===== config.mk =====
export PLATFORM = sky130hd
export DESIGN_NAME = bus_initiator
export DESIGN_NICKNAME = d
export VERILOG_FILES = /design/src/rtl/bus_initiator.sv
export SDC_FILE = /design/constraint.sdc
export NUM_CORES = 1
export LEC_CHECK = 0
export ABC_AREA = 1
export BUFFER_PORTS_ARGS = -buffer_cell sky130_fd_sc_hd__buf_2
export CAP_MARGIN = 40
export CELL_PAD_IN_SITES_DETAIL_PLACEMENT = 0
export CELL_PAD_IN_SITES_GLOBAL_PLACEMENT = 2
export CORE_MARGIN = 2
export CORE_UTILIZATION = 21
export CTS_CLUSTER_SIZE = 20
export DETAILED_ROUTE_END_ITERATION = 16
export GPL_TIMING_DRIVEN = 0
export PLACE_DENSITY_LB_ADDON = 0.1
export SLEW_MARGIN = 20
export SYNTH_ARGS = -nofsm -noshare
export SYNTH_HDL_FRONTEND = slang
export SYNTH_SLANG_ARGS = --single-unit

===== constraint.sdc =====
create_clock -name clk_i -period 1.1 [get_ports clk_i]
set_input_delay 0.11 -clock clk_i [delete_from_list [all_inputs] [get_ports clk_i]]
set_output_delay 0.11 -clock clk_i [all_outputs]
set_load 0.01 [all_outputs]

===== src/rtl/bus_initiator.sv =====
// bus_initiator: single-outstanding bus master front end for a CPU memory stage.
// A request is latched in IDLE, presented on the bus for as long as BUSY lasts,
// and completed with a one-cycle DONE pulse.
// Optional build macro: BUS_TIMEOUT_EN. When it is defined, a BUSY phase that
// sees no bus_ack_i for TIMEOUT_CYCLES cycles is aborted, and cpu_err_o pulses.
module bus_initiator #(
  parameter int TIMEOUT_CYCLES = 255
) (
  input  logic        clk_i,
  input  logic        rst_i,
  input  logic        cpu_req_i,
  input  logic [31:0] cpu_addr_i,
  input  logic        cpu_we_i,
  input  logic [31:0] cpu_data_i,
  output logic [31:0] cpu_data_o,
  output logic        cpu_stall_o,
  output logic        cpu_done_o,
  output logic        cpu_err_o,
  output logic [31:0] bus_addr_o,
  output logic [31:0] bus_data_o,
  output logic        bus_we_o,
  output logic [15:0] bus_select_o,
  input  logic [31:0] bus_data_i,
  input  logic        bus_ack_i
);

  typedef enum logic [1:0] {
    IDLE = 2'd0,
    BUSY = 2'd1,
    DONE = 2'd2
  } state_e;

  state_e      state_q, state_d;
  logic [31:0] addr_q, addr_d;
  logic [31:0] wdata_q, wdata_d;
  logic [31:0] rdata_q, rdata_d;
  logic        we_q, we_d;
  logic        busy;

`ifdef BUS_TIMEOUT_EN
  // The counter value that, once reached without an ack, triggers the abort.
  localparam logic [7:0] TO_LIMIT = 8'(TIMEOUT_CYCLES - 1);
  logic [7:0] cnt_q, cnt_d;
  logic       err_q, err_d;
`else
  // The timeout length has no meaning when the abort logic is not built.
  logic unused_timeout;
  assign unused_timeout = ^8'(TIMEOUT_CYCLES);
`endif

  // Next-state logic: latch the request, wait for ack (or a timeout), pulse done.
  always_comb begin
    state_d = state_q;
    addr_d  = addr_q;
    wdata_d = wdata_q;
    we_d    = we_q;
    rdata_d = rdata_q;
`ifdef BUS_TIMEOUT_EN
    cnt_d   = cnt_q;
    err_d   = err_q;
`endif
    case (state_q)
      IDLE: begin
        if (cpu_req_i) begin
          addr_d  = cpu_addr_i;
          wdata_d = cpu_data_i;
          we_d    = cpu_we_i;
          state_d = BUSY;
`ifdef BUS_TIMEOUT_EN
          cnt_d   = 8'd0;
          err_d   = 1'b0;
`endif
        end
      end
      BUSY: begin
        // An ack wins over a timeout that expires in the same cycle.
        if (bus_ack_i) begin
          if (!we_q) begin
            rdata_d = bus_data_i;
          end
          state_d = DONE;
        end
`ifdef BUS_TIMEOUT_EN
        else if (cnt_q == TO_LIMIT) begin
          cnt_d   = cnt_q + 8'd1;
          rdata_d = 32'd0;
          err_d   = 1'b1;
          state_d = DONE;
        end else begin
          cnt_d   = cnt_q + 8'd1;
        end
`endif
      end
      DONE: begin
        // Completion is a single cycle; a request held high waits for IDLE.
        state_d = IDLE;
`ifdef BUS_TIMEOUT_EN
        err_d   = 1'b0;
`endif
      end
      default: state_d = IDLE;
    endcase
  end

  // State and datapath registers with synchronous reset.
  always_ff @(posedge clk_i) begin
    if (rst_i) begin
      state_q <= IDLE;
      addr_q  <= 32'd0;
      wdata_q <= 32'd0;
      we_q    <= 1'b0;
      rdata_q <= 32'd0;
    end else begin
      state_q <= state_d;
      addr_q  <= addr_d;
      wdata_q <= wdata_d;
      we_q    <= we_d;
      rdata_q <= rdata_d;
    end
  end

`ifdef BUS_TIMEOUT_EN
  // Timeout counter and abort flag, observed only while in DONE.
  always_ff @(posedge clk_i) begin
    if (rst_i) begin
      cnt_q <= 8'd0;
      err_q <= 1'b0;
    end else begin
      cnt_q <= cnt_d;
      err_q <= err_d;
    end
  end

  assign cpu_err_o = (state_q == DONE) && err_q;
`else
  assign cpu_err_o = 1'b0;
`endif

  // Bus side is driven only during BUSY, straight from the latched request,
  // so it cannot move while the transaction is in flight.
  assign busy         = (state_q == BUSY);
  assign bus_addr_o   = busy ? addr_q : 32'd0;
  assign bus_we_o     = busy && we_q;
  assign bus_data_o   = (busy && we_q) ? wdata_q : 32'd0;
  assign bus_select_o = busy ? (16'h0001 << addr_q[31:28]) : 16'h0000;

  // CPU side: stall is masked during reset so the pipeline is never frozen by it.
  assign cpu_stall_o  = !rst_i && (((state_q == IDLE) && cpu_req_i) || busy);
  assign cpu_done_o   = (state_q == DONE);
  assign cpu_data_o   = rdata_q;

endmodule

# Word level (Yosys, flattened, before mapping)
# Index checks and enable logic that the tools add are counted.
# totals
mem_bits_ro	0
ff_bits	99
ramBits	0
output_inout_bits	116
word_cells	26
n_memories	0
latchBits	0
in_bits	101
# classes
n_eq_ne	4
magnitude_cmp	0
bitwise	1
shift	1
mul	0
n_addsub	0
n_reduce_logical	9
div_mod_pow	0
mux	6
# ops
cell	n
two-way mux 32 bit	2
two-way mux 16 bit	1
<< shifter 1 x 4 -> 16 bit, first input constant	1
two-way mux 2 bit	2
!= test 2 bit, second input constant	2
one-hot mux 2 bit (2 select lines)	1
AND reduction 2 bit	2
logical AND 1 bit	3
AND reduction 3 bit	1
equality test 2 x 1 -> 1 bit, second input constant	1
equality test 2 bit, second input constant	1
zero test 2 bit	1
zero test 1 bit	1
logical OR 1 bit	1
inverter 1 bit	1

# Logic depth before layout (Yosys ltp)
# Gate-level depths: netlist of the first run.
# depth
word_depth	4
mapped_depth	7
mapped_depth_nobuf	5

# Worst setup path after synthesis of the first run
# OpenSTA, ideal clock, no wires.
# synth_path
path_type	reg2out
start	register state_q[0]
end	output port bus_data_o[22]
path_buffers	1
slack_ps	-92
required_ps	990
path_stages_with_launch	6
arrival_ps	1082
path_cell_list	dfxtp_1 > inv_2 > nor2_4 > nand2_1 > clkbuf_1 > nor2_1
# synth_between
elab_chain_cells	3
# synth_lines
element	line_no	source
from (decl)	33	state_e state_q, state_d;
from (signal assigned)	114	state_q <= state_d;
equality test 2 x 1 -> 1 bit	141	assign busy = (state_q == BUSY);
logical AND 1 bit	144	assign bus_data_o = (busy && we_q) ? wdata_q : 32'd0;
two-way mux 32 bit	144	
to (decl)	20	output logic [31:0] bus_data_o,
# Every way passes these cells.

# Worst setup path after layout of the first run
# layout_path
start	register state_q[0]
end	output port bus_select_o[11]
# layout_between
elab_chain_cells	2
# layout_lines
element	line_no	source
equality test 2 x 1 -> 1 bit	141	
two-way mux 16 bit	145	assign bus_select_o = busy ? (16'h0001 << addr_q[31:28]) : 16'h0000;
to (decl)	22	output logic [15:0] bus_select_o,
# Every way passes these cells.

==> reports/qor.yml, run 1 <==
final_layout_size_suffix_gt1_frac: 0.404
cp-startpoint: "state_q[0]$_SDFFE_PP0P_"
worstReg2RegStart: "state_q[0]$_SDFFE_PP0P_"
wire_per_inst_um: 14.1
clock-sinks: 99
grt_usage: 0.155
fin_hold_ws_ns: 0.0363
cp_max_fo: 5
fin_crit_ns: 1.59
clk_path_buf_depth: 2
synth.yosys.seq_area_share: 0.416
antenna_found_initial: 3
grt_pass1_wl_mm: 28.8
overflow: 0
synth_top_area_cell: "dfxtp_1"
insertion_delay_ns: 0.35
synth_top_flop_cell: "dfxtp_1"
ant_nets: 0
finalHoldViolCount: 0
nets: 1126
skew_ns: 0.0105
cts_tree: "done"
yosysTopAreaCellShare: 0.416
fp.dieArea_sq_um: 23900
powerDensity_nw_per_um2: 1160
status: "finished, violations left"
die_y_um: 155
drc: 0
fin_tns_setup_ns: -62.59
synth_compound_area_frac: 0.00210
slew_headroom: 0.623
ys_seq_elements: 99
io_pins: 217
violations: "negative setup slack"
hp-start: "bus_ack_i"
whs_path_depth: 3
ir_drop_v: 0.000613
fp-row-count: 55
p_leak_nw: 4.11
post-place-ws_ns: -0.384
dpl.cell_count: 1241
synth.area.top_cells: "dfxtp_1, nor2_1, nand3b_1"
drt_iter0_drc: 131
port_buffers: 215
synth.net_count: 842
synth.distinct_cells: 18
synth_top_family_by_area: "simple AND/OR/NAND/NOR gates"
async_reset_ff_frac: 0
finalPower_mw: 10.1
grt_pass1_vias: 5180
muxShareOfSynthArea: 0
synth_most_common_cell: "nor2_1"
grt_max_degree: 16
vias_per_cell: 4.04
setup_ws_ns: -0.486
yosys_warnings: 0
final_cells: 1316
rr_worst_depth: 9
initial_core_util: 0.212
postRouteWirelength_mm: 18.6
fmax_mhz: 630
worstSetupPathType: "flop to output pin"
synthXorXnorAreaFrac: 0
min_period_over_period: 1.44
core_area_sq_um: 22400
dr.pass1.iters: 4
cts_max_level: 3
via_count: 5317
synth.avg_cell_area_sq_um: 6.43
syn_area_sq_um: 4770
finalMaxSlewViolations: 0
cts_root_buf: "clkbuf_16"
critPathArrivalTime_ns: 1.48
setup_violations: 181
fp.dieW_um: 155
cap_violations: 0
cp-start-kind: "flop"
synthAdderAreaFrac: 0
numCtsBuffers: 9
clk_pin_slew_ns: 0.07
areaGrowthSynthToFinish_pct: 82.4
syn_inst: 741
dp_hpwl_mm: 12.4
synth_edf_count: 0
fillers: 2465
worst_ep_required_time_ns: 0.99
tightest_slew_ns: 0.566
synth_common_cells: "nor2_1, nand2_1, inv_1"
synth-simple-area-share: 0.450
cp-end-kind: "output pin"
place_congestion: 0.731
rsz0062_at_grt: "true"
min_path_type: "input port to flop"
## placed cells by master, fill, tap and decap left out, types with 2 or more instances in the layout
cell / Yosys / layout
buf_1: 10 / 8
buf_12: 0 / 20
buf_16: 0 / 10
buf_2: 16 / 164
buf_4: 10 / 12
buf_6: 0 / 70
buf_8: 0 / 20
clkbuf_1: 12 / 8
clkbuf_16: 0 / 16
clkbuf_8: 0 / 2
dfxtp_1: 99 / 96
dfxtp_4: 0 / 2
diode_2: 0 / 2
inv_1: 100 / 98
inv_2: 3 / 2
nand2_1: 101 / 99
nand2_4: 0 / 2
nand2_8: 0 / 3
nand3_1: 40 / 40
nand3b_1: 65 / 65
nor2_1: 275 / 195
nor2_2: 2 / 25
nor2_4: 1 / 58
## flip-flops by register name, indices dropped and copies added, names as in the netlist
signal,cells
addr_q,32
cpu_data_o,32
state_q,2
wdata_q,32
we_q,1
## per-layer routing
metal | wire length (um) | track usage
met1 | 8600 | 0.204
met2 | 8680 | 0.251
met3 | 1080 | 0.0375
met4 | 202 | 0.0441
met5 | 13 | 0
## final cells by class
class,count,area [sq um],area share
tap,285,357,0.0410
clock buffer,11,243,0.0279
antenna,2,5.00,0.000576
buffer,45,475,0.0547
clock inverter,4,51.3,0.00590
inverter,103,402,0.0462
sequential,99,1990,0.229
timing repair buffer,275,2450,0.282
multi-input combinational,492,2720,0.312
## critical path, stage by stage, from the launching register on
cell and delay [ns]:
dfxtp_4 0.40, inv_4 0.04, nor2_4 0.15, buf_6 0.13
buf_8 0.12, nand2_8 0.09, nor2_4 0.10, buf_6 0.10
## logic make-up (layout without fill, tap and decap cells)
group,count (synthesis),in the layout
AOI/OAI and AO/OA,2,2
other,1,3
DFF,99,99
buffers and inverters,151,438
and+or+nand+nor,488,489
## power breakdown
group | leakage, nW | switching [mW] | internal, mW
combinational | 3.15 | 1.34 | 1.40
clock | 0.142 | 1.48 | 1.82
sequential | 0.818 | 0.164 | 3.86
## per-stage QoR
stage / instance area [sq um] / utilization
4_1_cts: 8130 / 0.362
2_1_floorplan: 4970 / -
5_1_grt: 8690 / 0.387
3_5_place_dp: 6400 / 0.285
6_report: 8690 / 0.388
3_3_place_gp: 6400 / 0.285
## path summary, 6_finish.rpt
| path | end | slack [ns] |
|---|---|---|
| max | bus_select_o[11] | -0.49 |
| min | state_q[1]$_SDFFE_PP0P_ | 0.04 |
| min reg2reg | cpu_data_o[31]$_SDFFE_PP0P_ | 0.46 |
| max reg2reg | wdata_q[4]$_SDFFE_PP0P_ | -0.38 |
## timing repair
item | CTS | global route
endpoints found under the setup margin | 179 | 181
setup buffers | 29 | 14
pin swaps | 11 | 24
hold buffers | 1 | 0
cloned | 17 | 4
hold endpoints to repair | 2 | 0
gates resized for setup | 161 | 114
Power figures use the tool's default switching activity.
==> inputs of run 2 (changes only) <==
--- a/config.mk
+++ b/config.mk
@@ -5,13 +5,12 @@
 export SDC_FILE = /design/constraint.sdc
 export NUM_CORES = 1
 export LEC_CHECK = 0
-export ABC_AREA = 1
 export BUFFER_PORTS_ARGS = -buffer_cell sky130_fd_sc_hd__buf_2
 export CAP_MARGIN = 40
 export CELL_PAD_IN_SITES_DETAIL_PLACEMENT = 0
 export CELL_PAD_IN_SITES_GLOBAL_PLACEMENT = 2
 export CORE_MARGIN = 2
-export CORE_UTILIZATION = 21
+export CORE_UTILIZATION = 24
 export CTS_CLUSTER_SIZE = 20
 export DETAILED_ROUTE_END_ITERATION = 16
 export GPL_TIMING_DRIVEN = 0
==> run 2 against run 1 <==
  * The run still ends with negative setup slack left
  * Die area decreased by 8.2%
  * Flip-flop and latch count is the same
  * Sequential power shrank 2%
  * Critical path type unchanged
  * Maximum frequency decreased by 5.7%
  * Clock-buffer cell count down 1
  * Clock skew shrank 0.0022 ns
  * Sequential share of layout area grew 2.6 points
  * Final cell count shrank 19%
  * Critical path depth down 2
  * Highest routed layer is now met4
  * Total power decreased by 11%
==> reports/qor.yml, run 2 <==
insertion_delay_ns: 0.35  # about the same
mostFrequentLayoutCell: "nand2b_1"
synth_top_flop_cell: "dfxtp_1"
rsz0062_at_grt: "true"
cts_root_buf: "clkbuf_16"
grt_pass1_vias: 4632  # -11%
violations: "negative setup slack"
yosys_warnings: 0  # unchanged
final_layout_size_suffix_gt1_frac: 0.434  # +0.0297
min_path_type: "input port to flop"
cap_violations: 0  # unchanged
ir_drop_v: 0.000614  # +0.24%
hp-start: "cpu_addr_i[28]"
die_y_um: 148  # -4.2%
p_leak_nw: 3.59  # -13%
cts_tree: "done"
critical_path_buf_inv_count: 3  # -1
synth.yosys.seq_area_share: 0.397  # -0.0184
fp.dieW_um: 148  # -4.2%
vias_per_cell: 4.13  # +2.1%
status: "finished, violations left"
slowest_stage: "dfxtp_4"
via_count: 4394  # -17%
finalMaxSlewViolations: 0  # unchanged
clk_pin_slew_ns: 0.07  # about the same
rr_endpoint: "wdata_q[30]$_SDFFE_PP0P_"
wire_per_inst_um: 15.4  # +9.3%
place_congestion: 0.754  # +3.2%
syn_inst: 533  # -28%
n_antenna_cell: 0  # -2
drc: 0  # unchanged
finalPower_mw: 8.99  # -11%
worst_ep_required_time_ns: 0.99  # about the same
min_to: "addr_q[28]$_SDFFE_PP0P_"
grt_pass1_wl_mm: 25.5  # -12%
clk_path_buf_depth: 2  # unchanged
cp_max_fo: 10  # +5
synth_common_cells: "nand2b_1, dfxtp_1, mux2i_1"
fp.dieArea_sq_um: 21900  # -8.2%
fmax_mhz: 594  # -5.7%
initial_core_util: 0.246  # +0.0332
synth_edf_count: 0  # unchanged
synth.distinct_cells: 23  # +5
cp-end-kind: "output pin"
dpl.cell_count: 1017  # -18%
core_area_sq_um: 20300  # -9.5%
async_reset_ff_frac: 0  # unchanged
yosysTopAreaCellShare: 0.397  # -0.0184
fin_crit_ns: 1.68  # +0.0960 ns
slowest_delay_ns: 0.39  # about the same
rr_worst_depth: 7  # -2
antenna_found_initial: 0  # -3
synth.net_count: 634  # -25%
port_buffers: 214  # -0.47%
io_pins: 217  # unchanged
skew_ns: 0.00831  # -0.00220 ns
critPathArrivalTime_ns: 1.57  # +0.09 ns
cp-start-kind: "flop"
finalHoldViolCount: 0  # unchanged
r2r_slack_ns: -0.39  # about the same
drt_iter0_drc: 121  # -7.6%
ant_nets: 0  # unchanged
synth_top_area_cell: "dfxtp_1"
crit_top_cell: "buf_8"
fillers: 2104  # -15%
synth_most_common_cell: "nand2b_1"
dr.pass1.iters: 4  # unchanged
synth.area.top_cells: "dfxtp_1, nand2b_1, mux2i_1"
grt_usage: 0.148  # -0.00704
layout_common_cells: "nand2b_1, buf_2, mux2i_1"
clock-sinks: 99  # unchanged
cp_cell_sequence: "nor2b_4, buf_8, buf_8, and2_1, buf_2"
ys_seq_elements: 99  # unchanged
synth.avg_cell_area_sq_um: 9.36  # +45%
worstSetupPathType: "flop to output pin"
powerDensity_nw_per_um2: 1150  # -0.87%
syn_area_sq_um: 4990  # +4.6%
fin_util: 0.386  # -0.00154
crit_family: "buffers and inverters"
post-place-ws_ns: -0.735  # -0.352 ns
min_period_over_period: 1.53  # +0.0872
cts_max_level: 3  # unchanged
overflow: 0  # unchanged
grt_max_degree: 17  # +1
dp_hpwl_mm: 11.6  # -6.6%
setup_violations: 182  # +0.55%
whs_path_depth: 3  # unchanged
setup_ws_ns: -0.582  # -0.0960 ns
nets: 891  # -21%
fp-row-count: 52  # -5.5%
worstReg2RegStart: "state_q[1]$_SDFFE_PP0P_"
numCtsBuffers: 9  # unchanged
postRouteWirelength_mm: 16.4  # -12%
final_cells: 1065  # -19%
areaGrowthSynthToFinish_pct: 57.1
-- run 2: area by class of cell --
cell class,instances,area [sq um],share of cell area
Timing Repair Buffer,251,1820,0.232
Tap cell,270,338,0.0431
Multi-Input combinational cell,388,3000,0.383
Sequential cell,99,2000,0.255
Buffer,41,373,0.0476
Clock inverter,6,63.8,0.00814
Clock buffer,10,239,0.0305
-- run 2: kinds of logic (layout without fill, tap and decap cells) --
kind of cell,after synthesis,count (layout),synth area share
other,1,1,0.000752
buffers and inverters,46,308,0.0429
multiplexers,97,97,0.195
flip-flops,99,99,0.397
AO/OA/AOI/OAI,2,2,0.00401
AND/OR/NAND/NOR,288,288,0.360
-- run 2: how the worst max path moves through the flow --
stage                     slack, ns              end  depth (start not counted)                    start
after global placement        -0.75      cpu_stall_o                          5                    rst_i
final                         -0.58   bus_addr_o[22]                          5  state_q[0]$_SDFFE_PP0P_
after CTS                     -0.63    bus_addr_o[4]                          5  state_q[0]$_SDFFE_PP0P_
after detailed placement      -0.74      cpu_stall_o                          5                    rst_i
after floorplan                -0.1  bus_select_o[0]                          2  addr_q[31]$_SDFFE_PP0P_
after global routing          -0.65    bus_data_o[3]                          5  state_q[0]$_SDFFE_PP0P_
-- run 2: per-stage QoR --
stage	cell area, sq um	hold WS (ns)	setup TNS, ns
2_1_floorplan	5120	0.258	-4.22
3_3_place_gp	6530	0.373	-78.76
3_5_place_dp	6530	0.375	-82.40
4_1_cts	7740	0.00154	-69.00
5_1_grt	7840	0.0107	-77.91
6_report	7840	0.0167	-65.46
-- run 2: per-layer routing --
metal | routed length (um) | GRT usage | share of wire
met4 | 119 | 0.0310 | 0.0072
met2 | 7640 | 0.239 | 0.46
met5 | 0 | 0 | 0
met1 | 7670 | 0.198 | 0.47
met3 | 1010 | 0.0402 | 0.061
-- run 2: what timing repair did --
item                                    in CTS  in global routing
hold buffers                                 3                  0
gates cloned                                 9                  2
resized for setup                          107                 49
endpoints found under the hold margin        3                  0
endpoints found under the setup margin     182                182
pin swaps                                   14                 10
buffers inserted                            21                  6
-- run 2: worst min-delay path, cell delays in order --
cell	delay [ns]
buf_2	0.10
nand2b_1	0.05
mux2i_1	0.06
-- run 2: report_power, final --
| part | internal, mW | leakage [nW] | switching (mW) | total, mW |
|---|---|---|---|---|
| Combinational | 1.01 | 2.63 | 0.745 | 1.76 |
| Clock | 1.83 | 0.153 | 1.46 | 3.29 |
| Sequential | 3.80 | 0.814 | 0.142 | 3.95 |
